## src/rtl/down_counter_pkg.sv

```systemverilog
// Shared types and defaults for the loadable down-counting timer.
package down_counter_pkg;

    localparam int DC_WIDTH_DEFAULT = 4;

    typedef enum logic [1:0] {
        IDLE = 2'b00,
        RUN  = 2'b01,
        HOLD = 2'b10,
        DONE = 2'b11
    } dc_state_e;

endpackage

```

## src/rtl/down_counter_core.sv

```systemverilog
// Datapath for the down-counting timer: count and reload registers, decrementer, zero detect.
module down_counter_core
    import down_counter_pkg::*;
#(
    parameter int WIDTH = DC_WIDTH_DEFAULT
) (
    input  logic             clk,
    input  logic             ret,
    input  logic             load,
    input  logic             pre,
    input  logic             dec,
    input  logic             reload,
    input  logic [WIDTH-1:0] a,
    output logic [WIDTH-1:0] y,
    output logic             zero,
    output logic             one,
    output logic             rld_zero
);

    logic [WIDTH-1:0] rld;

    // Preset outranks load; the decrement saturates at zero so the count never wraps.
    always_ff @(posedge clk or negedge ret) begin
        if (!ret) begin
            y   <= '0;
            rld <= '0;
        end else if (pre) begin
            y   <= '1;
            rld <= '1;
        end else if (load) begin
            y   <= a;
            rld <= a;
        end else if (reload) begin
            y   <= rld;
        end else if (dec && !zero) begin
            y   <= y - WIDTH'(1);
        end
    end

    assign zero     = (y == '0);
    assign one      = (y == WIDTH'(1));
    assign rld_zero = (rld == '0);

endmodule

```

## src/rtl/down_counter_timer.sv

```systemverilog
// Loadable down-counting interval/timeout timer with one-cycle terminal-count pulse.
// Define DOWN_COUNTER_AUTO_RELOAD_EN to make RUN reload from the last loaded value after zero.
module down_counter_timer
    import down_counter_pkg::*;
#(
    parameter int WIDTH = DC_WIDTH_DEFAULT
) (
    input  logic             clk,
    input  logic             ret,
    input  logic             load,
    input  logic             pre,
    input  logic [WIDTH-1:0] a,
    input  logic             start,
    input  logic             stop,
    input  logic             ce,
    output logic [WIDTH-1:0] y,
    output logic             tc,
    output logic             busy
);

`ifdef DOWN_COUNTER_AUTO_RELOAD_EN
    localparam bit AUTO_RELOAD = 1'b1;
`else
    localparam bit AUTO_RELOAD = 1'b0;
`endif

    dc_state_e state, state_next;
    logic      dec, reload, tc_next;
    logic      zero, one, rld_zero;
    logic      keep_running;

    down_counter_core #(
        .WIDTH(WIDTH)
    ) u_core (
        .clk     (clk),
        .ret     (ret),
        .load    (load),
        .pre     (pre),
        .dec     (dec),
        .reload  (reload),
        .a       (a),
        .y       (y),
        .zero    (zero),
        .one     (one),
        .rld_zero(rld_zero)
    );

    // A zero reload value can never restart, so it finishes like the one-shot.
    assign keep_running = AUTO_RELOAD && !rld_zero;

    always_ff @(posedge clk or negedge ret) begin
        if (!ret) begin
            state <= IDLE;
            tc    <= 1'b0;
            busy  <= 1'b0;
        end else begin
            state <= state_next;
            tc    <= tc_next;
            busy  <= (state_next == RUN) || (state_next == HOLD);
        end
    end

    // Priority per edge: pre > load > stop > start > decrement.
    always_comb begin
        state_next = state;
        dec        = 1'b0;
        reload     = 1'b0;
        tc_next    = 1'b0;
        if (pre || load) begin
            state_next = IDLE;
        end else begin
            case (state)
                IDLE: begin
                    if (!stop && start && !zero) state_next = RUN;
                end
                RUN: begin
                    if (stop) begin
                        state_next = HOLD;
                    end else if (zero) begin
                        if (keep_running) reload = 1'b1;
                        else              state_next = DONE;
                    end else if (ce) begin
                        dec = 1'b1;
                        if (one) begin
                            tc_next = 1'b1;
                            if (!keep_running) state_next = DONE;
                        end
                    end
                end
                HOLD: begin
                    if (!stop && start) state_next = RUN;
                end
                DONE: begin
                    state_next = DONE;
                end
            endcase
        end
    end

endmodule

```

## config.mk

```make
export PLATFORM = sky130hd
export DESIGN_NAME = down_counter_timer
export DESIGN_NICKNAME = d
export VERILOG_FILES = /design/src/rtl/down_counter_pkg.sv /design/src/rtl/down_counter_core.sv /design/src/rtl/down_counter_timer.sv
export SDC_FILE = /design/constraint.sdc
export NUM_CORES = 1
export LEC_CHECK = 0
export BUFFER_PORTS_ARGS = -buffer_cell sky130_fd_sc_hd__buf_2
export CORE_AREA = 2 2 39 41
export DETAILED_ROUTE_END_ITERATION = 16
export DIE_AREA = 0 0 41 43
export MAX_ROUTING_LAYER = met4
export PLACE_DENSITY = 0.7
export REMOVE_ABC_BUFFERS = 1
export SLEW_MARGIN = 20
export SYNTH_ARGS = -nofsm -noshare
export SYNTH_HDL_FRONTEND = slang
export SYNTH_SLANG_ARGS = --single-unit
```

## constraint.sdc

```tcl
create_clock -name clk -period 3.7 [get_ports clk]
set_input_delay 0 -clock clk [delete_from_list [all_inputs] [get_ports clk]]
set_output_delay 0 -clock clk [all_outputs]
set_load 0.005 [all_outputs]
```

==> flow_metrics.py <==
metrics = {
    "power_and_ir_drop": {
        "p_int_uw": 144,
        "power_density_mw_per_mm2": 306,
        "combPwrFrac": 0.159,
        "p_switching_uw": 48.2,
        "p_leak_nw": 0.308,
        "switching_share": 0.251,
        "clkPwrFrac": 0.344,
        "power_frac_seq": 0.497,
        "total_power_uw": 192,
        "peakVddDrop_mv": 0.215,
    },
    "logic_synthesis": {
        "ys_seq_elements": 8,
        "muxShareOfSynthArea": 0.0512,
        "synth_commonest_cells": "8 x dfrtp_1, 6 x nor2_1, 4 x inv_1, 4 x nor3_1",
        "synth_top_area_frac": 0.409,
        "syn_area_per_cell_um2": 9.59,
        "syn_area_um2": 489,
        "synth_top_family_by_area": "simple AND/OR/NAND/NOR gates",
        "synth_xor_area_frac": 0.0358,
        "yosysWarnings": 0,
        "synth-compound-area-share": 0.130,
        "synth.most_common_cell": "dfrtp_1",
        "synth_edf_count": 0,
        "synth-seq-area-share": 0.409,
        "synth_area_leaders": "dfrtp_1 41%, ha_1 5.1%, nor2_1 4.6%",
        "synth-async-reset-ratio": 1.00,
        "synthFlopType": "dfrtp_1",
        "synth_top_cell_by_area": "dfrtp_1",
        "synth_cells": 51,
        "synth_cell_types": 27,
        "synth_fa_ha_area_frac": 0.0512,
        "yosys.area_share.simple": 0.284,
    },
    "final_layout": {
        "insertedDiodeCount": 0,
        "area_growth_pct": 28.4,
        "drive_above_1_share": 0.380,
        "final_core_util": 0.454,
        "fin_nets": 86,
    },
    "setup_path": {
        "cp-start-kind": "register",
        "timing.rr.end": "busy",
        "reg2reg_slack_ns": 1.97,
        "reg2reg_depth": 5,
        "required_ns": 3.84,
        "crit_fanout": 6,
        "reg2reg_from": "u_core.y[0]",
        "critPathKind": "register to register",
        "endpoint_kind": "register",
        "crit_arrival_ns": 1.86,
    },
    "route": {
        "viasPerCell": 5.05,
        "totalWireLength_um": 1040,
        "wl_per_cell_um": 11.9,
        "drtIter0Drc": 7,
        "postRouteAntennaNets": 0,
        "drc": 0,
        "vias": 439,
        "first_pass_iters": 4,
    },
    "cts": {
        "clockBufferDepth": 2,
        "root_buffer": "clkbuf_4",
        "cts_tree": "yes",
        "cts_resized": 0,
        "numCtsBuffers": 3,
        "cts.sinks": 8,
        "clk_latency_ns": 0.25,
        "clk_pin_slew_ns": 0.05,
        "htreeDepth": 1,
    },
    "sta": {
        "finClkSkew_ns": 0.00122,
        "final.setup.worst_slack_ns": 1.97,
        "tns_ns": 0,
        "rsz0062_at_grt": "false",
        "fin_crit_sh": 0.467,
        "fmax_mhz": 579,
        "min_period_ns": 1.73,
        "setup_violations": 0,
        "hold_viol": 0,
        "slew_headroom": 0.795,
        "slew_viol_final": 0,
        "tightest_slew_ns": 0.304,
    },
    "die": {
        "ios": 17,
        "core_area_mm2": 0.00138,
        "die_h_um": 43,
        "fp.dieW_um": 41,
        "num_rows": 14,
        "initial_core_util": 0.354,
        "die-area_mm2": 0.00176,
    },
    "global_routing": {
        "grt_pass1_wl_um": 1640,
        "overflow": 0,
        "grt_max_degree": 10,
        "grt_usage": 0.145,
        "antenna_found_initial": 0,
        "grt_pass1_vias": 417,
    },
    "run_status": {
        "outcome": "complete, no violations",
    },
    "placement": {
        "hpwl_um": 823,
        "place_ws_ns": 1.97,
        "port-buffer-count": 16,
        "globalplace.congestion": 0.734,
    },
    "min_path": {
        "hold_end": "u_core.y[2]",
        "whs_path_depth": 3,
        "hp-start": "a[2]",
        "hp-class": "input port to register",
    },
    "run": {
        "maxCapViolCount": 0,
    },
}
==> state kept, by name, summed over array words and instances (netlist names) <==
signal and flops:
busy 1, u_core.y 4, tc 1, state 2
==> cell families (layout without fill, tap and decap cells) <==
family | Yosys count | in the layout
AO/OA/AOI/OAI | 8 | 8
XOR/XNOR | 2 | 2
adder cells (fa/ha/maj) | 2 | 2
buffers and inverters | 5 | 25
flip-flops | 8 | 8
multiplexers | 2 | 2
AND/OR/NAND/NOR | 24 | 24
==> power by group through the flow <==
stage	Clock, mW	Combinational, mW	Sequential, mW
final	0.0661	0.0305	0.0954
after global routing	0.0764	0.0341	0.0961
after CTS	0.0683	0.0307	0.0955
after detailed placement	0	0.0287	0.0970
after global placement	0	0.0281	0.0967
after floorplan	0	0.0135	0.0966
==> timing repair <==
| action | 4_1_cts | 5_1_grt |
|---|---|---|
| buffers inserted | 0 | 0 |
| hold endpoints to repair | 10 | 0 |
| hold buffers | 2 | 0 |
==> area by class of cell <==
class	instances	area (µm²)
fillers	142	756
multi-input cells	38	270
well taps	16	20.0
inverters	4	15.0
flip-flops and latches	8	200
clock buffers	3	22.5
repair buffers	18	100
==> how the worst max path moves through the flow <==
stage                            from  endpoint  cells past startpoint
after CTS                 u_core.y[0]      busy                      5
after floorplan           u_core.y[0]      busy                      5
after global placement    u_core.y[0]      busy                      5
after detailed placement  u_core.y[0]      busy                      5
final                     u_core.y[0]      busy                      5
after global routing      u_core.y[0]      busy                      5
==> layout by cell type (no fill, tap or decap) <==
cell type | netlist | final
dfrtp_1 | 8 | 8
mux2_4 | 1 | 1
or3b_4 | 1 | 1
a21bo_2 | 1 | 1
inv_1 | 4 | 4
xor2_1 | 1 | 1
xnor2_1 | 1 | 1
nand2b_1 | 1 | 1
o311ai_0 | 1 | 1
and4bb_2 | 1 | 1
a21oi_1 | 3 | 3
nand3_1 | 3 | 3
nor2_1 | 6 | 6
ha_1 | 2 | 2
and2_4 | 1 | 1
a41o_1 | 1 | 1
clkbuf_4 | 0 | 3
o221ai_2 | 1 | 1
and2_1 | 1 | 1
o21ai_0 | 1 | 1
or2_2 | 1 | 1
mux2i_1 | 1 | 1
buf_2 | 0 | 16
and3_2 | 1 | 1
nor4_1 | 2 | 2
nand2_1 | 1 | 1
nor3_1 | 4 | 4
dlygate4sd3_1 | 0 | 2
and3_1 | 1 | 1
==> critical path, cell delays in order, from the launching register on <==
cell	delay, ns
dfrtp_1	0.43
inv_1	0.08
ha_1	0.14
or3b_4	0.41
a41o_1	0.25
mux2_4	0.29
==> metal layers <==
| metal | routed length (µm) | track usage | vias up | part of all wire |
|---|---|---|---|---|
| li1 | - | - | 222 | - |
| met1 | 458 | 0.166 | 201 | 0.44 |
| met2 | 506 | 0.213 | 16 | 0.49 |
| met3 | 72 | 0.0785 | 0 | 0.069 |
| met4 | 0 | 0.0400 | 0 | 0 |
| met5 | 0 | - | - | 0 |
==> metrics by stage <==
stage,hold slack [ns],instances,area (µm²)
3_5_place_dp,-0.143,82,586
5_1_grt,0.0265,87,628
2_1_floorplan,-0.296,50,485
4_1_cts,0.0184,87,628
6_report,0.0166,87,628
3_3_place_gp,-0.150,82,586
Power figures use the tool's default switching activity.
